`config.mk`:
```
export PLATFORM = sky130hd
export DESIGN_NAME = data_memory_dump_ctrl
export DESIGN_NICKNAME = d
export VERILOG_FILES = /design/src/rtl/data_memory_dump_ctrl.sv
export SDC_FILE = /design/constraint.sdc
export NUM_CORES = 1
export LEC_CHECK = 0
export CAP_MARGIN = 0
export CORE_ASPECT_RATIO = 0.7
export CORE_MARGIN = 4
export CORE_UTILIZATION = 38
export CTS_CLUSTER_DIAMETER = 50
export DETAILED_ROUTE_END_ITERATION = 10
export PLACE_DENSITY = 0.77
export SETUP_SLACK_MARGIN = 0.2
export SLEW_MARGIN = 5
export SYNTH_ARGS = -nofsm -noshare
export SYNTH_HDL_FRONTEND = slang
export SYNTH_SLANG_ARGS = --single-unit
```
`constraint.sdc`:
```
create_clock -name i_clock -period 2 [get_ports i_clock]
set_clock_uncertainty 0.1 [all_clocks]
set_input_delay 0.2 -clock i_clock [delete_from_list [all_inputs] [get_ports i_clock]]
set_output_delay 0.2 -clock i_clock [all_outputs]
set_load 0.02 [all_outputs]
```
`src/rtl/data_memory_dump_ctrl.sv`:
```
// Data memory port arbiter: passes MEM-stage accesses through in IDLE and, on a
// dump request, stalls the CPU and streams every memory word out as bytes, MSB first.
module data_memory_dump_ctrl #(
  parameter int NB_ADDR      = 5,
  parameter int NB_DATA      = 32,
  parameter int MEMORY_DEPTH = 32
) (
  input  logic               i_clock,
  input  logic               i_reset,
  input  logic               i_cpu_mem_write,
  input  logic               i_cpu_mem_read,
  input  logic [NB_ADDR-1:0] i_cpu_address,
  input  logic [NB_DATA-1:0] i_cpu_write_data,
  input  logic [NB_DATA-1:0] i_mem_read_data,
  output logic               o_mem_enable,
  output logic               o_mem_write,
  output logic               o_mem_read,
  output logic [NB_ADDR-1:0] o_mem_address,
  output logic [NB_DATA-1:0] o_mem_write_data,
  input  logic               i_dump_start,
  output logic               o_dump_busy,
  output logic               o_dump_done,
  output logic               o_cpu_stall,
  output logic [7:0]         o_tx_data,
  output logic               o_tx_valid,
  input  logic               i_tx_ready
);

  localparam int NB_BYTES = NB_DATA / 8;
  localparam int NB_IDX   = (NB_BYTES > 1) ? $clog2(NB_BYTES) : 1;

  localparam logic [2:0] ST_IDLE = 3'd0;
  localparam logic [2:0] ST_READ = 3'd1;
  localparam logic [2:0] ST_WAIT = 3'd2;
  localparam logic [2:0] ST_SEND = 3'd3;
  localparam logic [2:0] ST_DONE = 3'd4;

  localparam logic [NB_ADDR-1:0] LAST_ADDR = NB_ADDR'(MEMORY_DEPTH - 1);

  logic [2:0]         state_q, state_d;
  logic [NB_ADDR-1:0] addr_q, addr_d;
  logic [NB_DATA-1:0] word_q, word_d;
  logic [NB_IDX-1:0]  idx_q, idx_d;
  logic [7:0]         tx_byte;

  // Handshake: a byte moves when o_tx_valid & i_tx_ready in the same cycle.
  // o_tx_valid depends only on state, and data is held until the byte is taken.
  always_comb begin
    state_d = state_q;
    addr_d  = addr_q;
    word_d  = word_q;
    idx_d   = idx_q;
    case (state_q)
      ST_IDLE: begin
        if (i_dump_start) begin
          state_d = ST_READ;
          addr_d  = '0;
        end
      end
      ST_READ: state_d = ST_WAIT;
      ST_WAIT: begin
        word_d  = i_mem_read_data;
        idx_d   = NB_IDX'(NB_BYTES - 1);
        state_d = ST_SEND;
      end
      ST_SEND: begin
        if (i_tx_ready) begin
          if (idx_q != '0) begin
            idx_d = idx_q - NB_IDX'(1);
          end else if (addr_q == LAST_ADDR) begin
            state_d = ST_DONE;
          end else begin
            addr_d  = addr_q + NB_ADDR'(1);
            state_d = ST_READ;
          end
        end
      end
      ST_DONE: state_d = ST_IDLE;
      default: state_d = ST_IDLE;
    endcase
  end

  always_ff @(posedge i_clock) begin
    if (!i_reset) begin
      state_q <= ST_IDLE;
      addr_q  <= '0;
      word_q  <= '0;
      idx_q   <= '0;
    end else begin
      state_q <= state_d;
      addr_q  <= addr_d;
      word_q  <= word_d;
      idx_q   <= idx_d;
    end
  end

  always_comb begin
    tx_byte = '0;
    for (int b = 0; b < NB_BYTES; b++) begin
      if (idx_q == NB_IDX'(b)) tx_byte = word_q[b*8 +: 8];
    end
  end

  // The memory port is forced quiet while reset is held, whatever the state.
  always_comb begin
    o_mem_enable     = 1'b0;
    o_mem_write      = 1'b0;
    o_mem_read       = 1'b0;
    o_mem_address    = addr_q;
    o_mem_write_data = '0;
    if (i_reset) begin
      case (state_q)
        ST_IDLE: begin
          o_mem_enable     = 1'b1;
          o_mem_write      = i_cpu_mem_write;
          o_mem_read       = i_cpu_mem_read;
          o_mem_address    = i_cpu_address;
          o_mem_write_data = i_cpu_write_data;
        end
        ST_READ, ST_WAIT: begin
          o_mem_enable = 1'b1;
          o_mem_read   = 1'b1;
        end
        default: ;
      endcase
    end
  end

  assign o_tx_valid  = (state_q == ST_SEND);
  assign o_tx_data   = (state_q == ST_SEND) ? tx_byte : 8'h00;
  assign o_dump_done = (state_q == ST_DONE);
  assign o_dump_busy = (state_q != ST_IDLE);
  assign o_cpu_stall = (state_q != ST_IDLE);

endmodule

```
==> run_results.csv, run 1 <==
group,metric,value,unit
status,status,"complete, but fails checks",
status,violations,"setup timing",
clock_network,worst_skew_pair.late_latency,0.29,ns
routing,routed_via_density,5.166,
power_and_ir_drop,p_leak,1.703,nW
routing,drtIter0Drc,119,
setup_path,crit_chain,"inv_4, buf_6, ha_4, buf_6, nand3b_1, a221o_1, a21oi_4, buf_6",
job,max-cap-violations,0,
floorplanning,dieArea,7547,sq um
sta,fin_crit,2.113,ns
setup_path,startpoint,"idx_q[0]",
sta,worst_slew_margin_rel,74.86,%
clock_network,cts_buffer_depth,2,
setup_path,rrSetupSlack,0.26,ns
sta,final.period_utilization,105.7,%
floorplanning,core-area,5871,sq um
cells_and_area,syn_to_final_growth,86.78,%
routing,routedWlPerCell,16.61,um
floorplanning,initial_utilization,40.15,%
clock_network,root_buffer,"clkbuf_8",
synthesis,synth_top_area_share,35.67,%
sta,finalSetupViolCount,37,
clock_network,cts.hold.buffers_added,0,
sta,clock.fmax,0.4732,GHz
routing,route.detailed.drc,0,
routing,ant_nets,0,
synthesis,synth_area_per_cell,7.629,sq um
setup_path,arrival,1.81,ns
cells_and_area,layout.nets,530,
synthesis,ys.flop_type,"dfxtp_1",
power_and_ir_drop,ir_worst_vdd,422.9,uV
sta,timing.final.ws_setup,-0.1132,ns
synthesis,synth_top_family_by_area,"simple AND/OR/NAND/NOR gates",
floorplanning,die_h,73.90,um
synthesis,synthXorXnorAreaFrac,0,%
routing,postRouteWirelength,8718,um
synthesis,syn_inst,309,
synthesis,synth_nets,390,
clock_network,numCtsBuffers,5,
setup_path,path_class,"reg2out",
setup_path,cpPeakStageDelay,0.37,ns
synthesis,synth_mux_area_share,3.662,%
floorplanning,ios,127,
place,dpl_worst_slack,-0.4619,ns
sta,tightest_slew,0.3771,ns
global_routing,track_usage,21.73,%
global_routing,antenna_found_initial,0,
setup_path,slowest_stage,"dfxtp_4",
global_routing,grt_max_degree,36,
cells_and_area,num_antenna_cells,0,
place,port_buffers,126,
place,gp_congestion,0.8409,
min_path,hold_path.class,"in2reg",
setup_path,cp-start-kind,"flop",
sta,slew_violations,0,
setup_path,worst_ep_required_time,1.70,ns
sta,hold_viol,0,
setup_path,r2r-start,"idx_q[0]",
cells_and_area,final_core_util,75.00,%
synthesis,ys_seq_area_share,35.67,%
min_path,hold_end,"word_q[25]",
clock_network,clkTransAtPathRegs,0.08,ns
synthesis,synth-seq-cells,42,
routing,drt_pass1_iterations,4,
floorplanning,rows,23,
place,dp.final_hpwl,6028,um
synthesis,synthTopCellsByArea,"dfxtp_1 (36%), nand2_1 (12%), a21oi_1 (11%)",
global_routing,overflow,0,
synthesis,ys_types,42,
setup_path,worst-path-max-fanout,4,
floorplanning,die_x,102.1,um
power_and_ir_drop,p_per_area,569.6,nW/um^2
global_routing,grt_pass1_vias,2695,
synthesis,synth_fa_ha_area_share,3.185,%
setup_path,r2r_end,"idx_q[0]",
global_routing,grt_first_pass_wirelength,12990,um
sta,rsz0062_at_grt,"yes",
synthesis,synth-simple-area-share,31.74,%
synthesis,synth_edf_count,0,
clock_network,cts_sinks,42,
synthesis,synth_compound_gate_area_share,18.10,%
setup_path,worstRegToRegCells,8,
cells_and_area,n_fill_cell,427,
setup_path,endpoint_kind,"primary output",
cells_and_area,drive_above_1_share,34.67,%
clock_network,htreeDepth,2,
min_path,hold_start,"i_mem_read_data[25]",
clock_network,cts_tree,"built",
setup_path,crit_path_frequent_cell,"buf_6",
synthesis,synthesis.area,2357,sq um
synthesis,yosysTopAreaCell,"dfxtp_1",
synthesis,async_flop_share,0,%
min_path,hold-path-cell-count,3,
synthesis,yosysWarningCount,0,
routing,routed-via-count,2712,
## flip-flops by register name (all words and copies together) (netlist names)
name     flops
idx_q        2
word_q      32
state_q      3
addr_q       5
## cells in the final DEF (no fill, tap or decap), types with 3 or more instances in the layout
cell	instances
nand2_1	77
nand3b_1	8
nand3_1	4
buf_4	13
nor2_1	3
a21oi_4	8
buf_12	5
and2_4	33
a21oi_1	41
inv_1	9
dfxtp_1	38
clkdlybuf4s50_1	74
clkbuf_8	5
a221o_1	8
ha_4	4
buf_6	54
buf_8	3
mux2_4	5
mux2i_1	3
## cells in the mapped netlist (2+ instances only)
master / count
inv_1: 11
nand2b_1: 2
clkbuf_1: 10
nor2b_1: 2
nand2_1: 78
dfxtp_1: 42
mux2i_1: 3
and2_1: 34
or3_1: 2
a221o_1: 8
mux2_2: 5
nand3b_1: 8
o21ai_0: 2
a21oi_1: 51
nand3_1: 4
ha_1: 6
nor3_1: 2
buf_6: 3
nor2_1: 3
buf_4: 2
nand4_1: 2
buf_2: 9
## worst max-delay path by stage
stage	slack [ns]	end	cells past startpoint
floorplan	0.20	o_tx_data[0]	6
global placement	-0.32	o_tx_data[6]	6
detailed placement	-0.46	o_tx_data[7]	6
CTS	-0.10	o_tx_data[5]	7
global route	-0.17	o_tx_data[6]	8
finish	-0.11	o_tx_data[6]	8
## final cells by class
type / count / area, sq um / area share [%]
clock buffers: 6 / 72.57 / 1.648
clock inverters: 2 / 37.54 / 0.8525
inverters: 13 / 53.80 / 1.222
multi-input cells: 230 / 1609 / 36.54
flip-flops and latches: 42 / 850.8 / 19.32
well taps: 75 / 93.84 / 2.131
repair buffers: 157 / 1685 / 38.28
## report_power, final
| part | internal [mW] | switching, mW |
|---|---|---|
| registers | 0.880 | 0.0294 |
| logic | 0.523 | 0.407 |
| clock network | 0.373 | 0.296 |
## kinds of logic (layout without fill, tap and decap cells)
kind of cell / Yosys count / after routing
DFF: 42 / 42
and+or+nand+nor: 146 / 146
adders and majority gates: 6 / 6
buffers and inverters: 37 / 178
muxes: 8 / 8
AOI/OAI and AO/OA: 70 / 70
## metrics by stage
stage	TNS (ns)	hold WS, ns	instances	power, mW	area, sq um
6_report	-1.855	0.3430	525	2.508	4403
5_1_grt	-4.126	0.3461	525	2.620	4403
4_1_cts	-0.7681	0.3378	520	2.407	4159
3_5_place_dp	-12.63	0.3492	507	1.672	3872
3_3_place_gp	-11.48	0.3440	507	1.655	3872
2_1_floorplan	0	0.2360	309	1.309	2454
## routing by layer
| metal | vias to the layer above | track usage [%] | share of wire, % |
|---|---|---|---|
| met2 | 106 | 38.16 | 50 |
| met3 | 15 | 4.080 | 6.5 |
| met5 | - | 0 | 0 |
| met1 | 1275 | 27.35 | 41 |
| li1 | 1316 | - | - |
| met4 | 0 | 5.822 | 2.0 |
## what timing repair did
| action | in CTS | in global routing |
|---|---|---|
| pin swaps | 3 | 41 |
| resized for setup | 321 | 53 |
| setup buffers | 5 | 3 |
| hold endpoints to repair | 0 | 0 |
| endpoints found under the setup margin | 57 | 82 |
| cloned | 0 | 2 |
## worst max-delay path: cells and delay by family (launching register included)
family | cells | cell delay [ns]
buf+inv | 4 | 0.40
flops | 1 | 0.37
simple gates | 1 | 0.07
compound gates | 2 | 0.53
fa+ha+maj | 1 | 0.13
(Power assumes the default switching activity.)
==> run 2, diff against run 1 <==
--- a/constraint.sdc
+++ b/constraint.sdc
@@ -3,3 +3,3 @@
 set_input_delay 0.2 -clock i_clock [delete_from_list [all_inputs] [get_ports i_clock]]
 set_output_delay 0.2 -clock i_clock [all_outputs]
-set_load 0.02 [all_outputs]
+set_load 0.005 [all_outputs]
==> run_results.csv, run 2 (synthesized netlist as in run 1, its figures left out) <==
group,metric,value,unit
status,status,"complete, but fails checks",
status,violations,"setup timing",
cells_and_area,multi_input_area,1520,sq um
clock_network,numCtsBuffers,5,
clock_network,root_buffer,"clkbuf_8",
setup_path,arrival,1.85,ns
routing,postRouteWirelength,9009,um
floorplanning,ios,127,
floorplanning,die_x,102.1,um
setup_path,cp_top_family,"compound AO/OA/AOI/OAI gates",
clock_network,worst_skew_pair.late_latency,0.30,ns
cells_and_area,num_antenna_cells,0,
setup_path,endpoint_kind,"primary output",
cells_and_area,top_register,"word_q",
power_and_ir_drop,p_per_area,573.9,nW/um^2
global_routing,grt_max_degree,36,
cells_and_area,layout_commonest_cell,"nand2_1",
setup_path,cp-start-kind,"flop",
power_and_ir_drop,p_total,2.404,mW
clock_network,cts_buffer_depth,2,
sta,hold_viol,0,
power_and_ir_drop,p_sw_share,27.28,%
routing,routedWlPerCell,16.93,um
sta,finalSetupViolCount,28,
floorplanning,rows,23,
clock_network,cts.hold.buffers_added,0,
cells_and_area,syn_to_final_growth,77.71,%
power_and_ir_drop,p_leak,1.708,nW
routing,drtIter0Drc,154,
clock_network,cts_sinks,42,
power_and_ir_drop,clkPwrFrac,29.2,%
job,max-cap-violations,0,
routing,routed-via-count,2816,
clock_network,htreeDepth,2,
min_path,hold_path.class,"in2reg",
cells_and_area,seqCellArea,849.6,sq um
clock_network,cts_tree,"built",
cells_and_area,n_fill_cell,461,
setup_path,path_class,"reg2out",
power_and_ir_drop,p_sw,655.8,uW
cells_and_area,layout.nets,538,
sta,timing.final.ws_setup,-0.1494,ns
routing,drt_pass1_iterations,5,
global_routing,track_usage,23.12,%
sta,clock.fmax,0.4652,GHz
global_routing,grt_pass1_vias,2752,
setup_path,worst_ep_required_time,1.70,ns
sta,final.period_utilization,107.5,%
cells_and_area,final_cell_mix,"nand2_1 (77), clkdlybuf4s50_1 (73), a21oi_1 (39), buf_6 (38), dfxtp_1 (37)",
floorplanning,dieArea,7547,sq um
sta,rsz0062_at_grt,"yes",
setup_path,critPathBufInv,3,
global_routing,antenna_found_initial,0,
setup_path,cpPeakStageDelay,0.39,ns
setup_path,crit_chain,"inv_4, ha_4, buf_6, nand3b_1, a221o_1, a21oi_2, buf_2",
power_and_ir_drop,seq_power_share,38.0,%
global_routing,overflow,0,
power_and_ir_drop,p_int,1.748,mW
global_routing,grt_first_pass_wirelength,13660,um
cells_and_area,fin_cells,532,
clock_network,clkTransAtPathRegs,0.08,ns
floorplanning,die_h,73.90,um
setup_path,slowest_stage,"dfxtp_4",
cells_and_area,largest_register_ffs,32,
cells_and_area,largest_registers,"word_q x32, addr_q x5, state_q x3",
floorplanning,core-area,5871,sq um
cells_and_area,drive_above_1_share,31.73,%
place,dp.final_hpwl,6086,um
place,place_inst,505,
setup_path,worst-path-max-fanout,6,
sta,tightest_slew,0.3882,ns
place,gp_congestion,0.8396,
sta,slew_violations,0,
floorplanning,initial_utilization,40.15,%
routing,route.detailed.drc,0,
place,port_buffers,126,
power_and_ir_drop,pwr-share-comb,32.8,%
power_and_ir_drop,ir_worst_vdd,330.4,uV
sta,worst_slew_margin_rel,74.12,%
sta,hold_slack,0.3377,ns
routing,routed_via_density,5.293,
sta,fin_crit,2.149,ns
routing,ant_nets,0,
-- run 2: changes by cell type in the layout (fill, tap and decap cells not counted), moves of 3 or more --
cell             previous run  this run
buf_8                       3         0
clkdlybuf4s15_2             0         4
a21oi_4                     8         0
buf_6                      54        38
a21oi_2                     2        12
and2_1                      1        23
and2_4                     33        11
clkbuf_2                    1         5
buf_2                       2        22
dlygate4sd2_1               1         4
-- run 2: path summary, 6_finish.rpt --
path / startpoint / depth (start not counted) / end / slack [ns]
max: idx_q[1] / 7 / o_tx_data[2] / -0.15
min: i_mem_read_data[11] / 3 / word_q[11] / 0.34
max reg2reg: addr_q[0] / 5 / addr_q[4] / 0.22
min reg2reg: word_q[4] / 2 / word_q[4] / 0.36
-- run 2: cell type report --
class / instances / area share, %
repair buffers: 165 / 37.28
multi-input cells: 230 / 36.29
flip-flops and latches: 42 / 20.28
well taps: 75 / 2.240
clock buffers: 6 / 1.971
inverters: 13 / 1.225
clock inverters: 1 / 0.7168
-- run 2: power by group through the flow --
stage,combinational (mW),clock (mW),sequential [mW]
after global routing,0.844,0.736,0.919
after detailed placement,0.634,0,0.925
after CTS,0.760,0.697,0.910
after global placement,0.622,0,0.924
final,0.788,0.702,0.914
after floorplan,0.295,0,0.917
-- run 2: worst min-delay path: cells and delay by family --
family	cells	cell delay [ns]
AOI/OAI and AO/OA	1	0.05
buffers and inverters	1	0.39
and+or+nand+nor	1	0.06
-- run 2: repair_timing --
action                                 in CTS  in global routing
setup buffers                              18                  2
endpoints found under the hold margin       0                  0
gates resized for setup                   258                 23
setup endpoints to repair                  56                 86
gates cloned                                0                  0
pin swaps                                  36                 13
-- run 2: routing by layer --
layer / up-vias / wire length, um / GRT usage (%)
li1: 1333 / - / -
met1: 1309 / 3844 / 30.88
met2: 150 / 4267 / 38.16
met3: 24 / 733 / 5.123
met4: 0 / 163 / 5.386
met5: - / 0 / 0
-- run 2: per-stage QoR --
stage          TNS, ns  util, %  instance area (sq um)  setup WS [ns]
5_1_grt         -3.415    71.36                   4189        -0.2297
4_1_cts         -1.596    70.52                   4140        -0.1105
3_5_place_dp    -8.990    63.43                   3724        -0.2912
2_1_floorplan        0        -                   2357         0.2429
6_report        -1.441    71.36                   4189        -0.1494
3_3_place_gp    -7.322    63.43                   3724        -0.2641
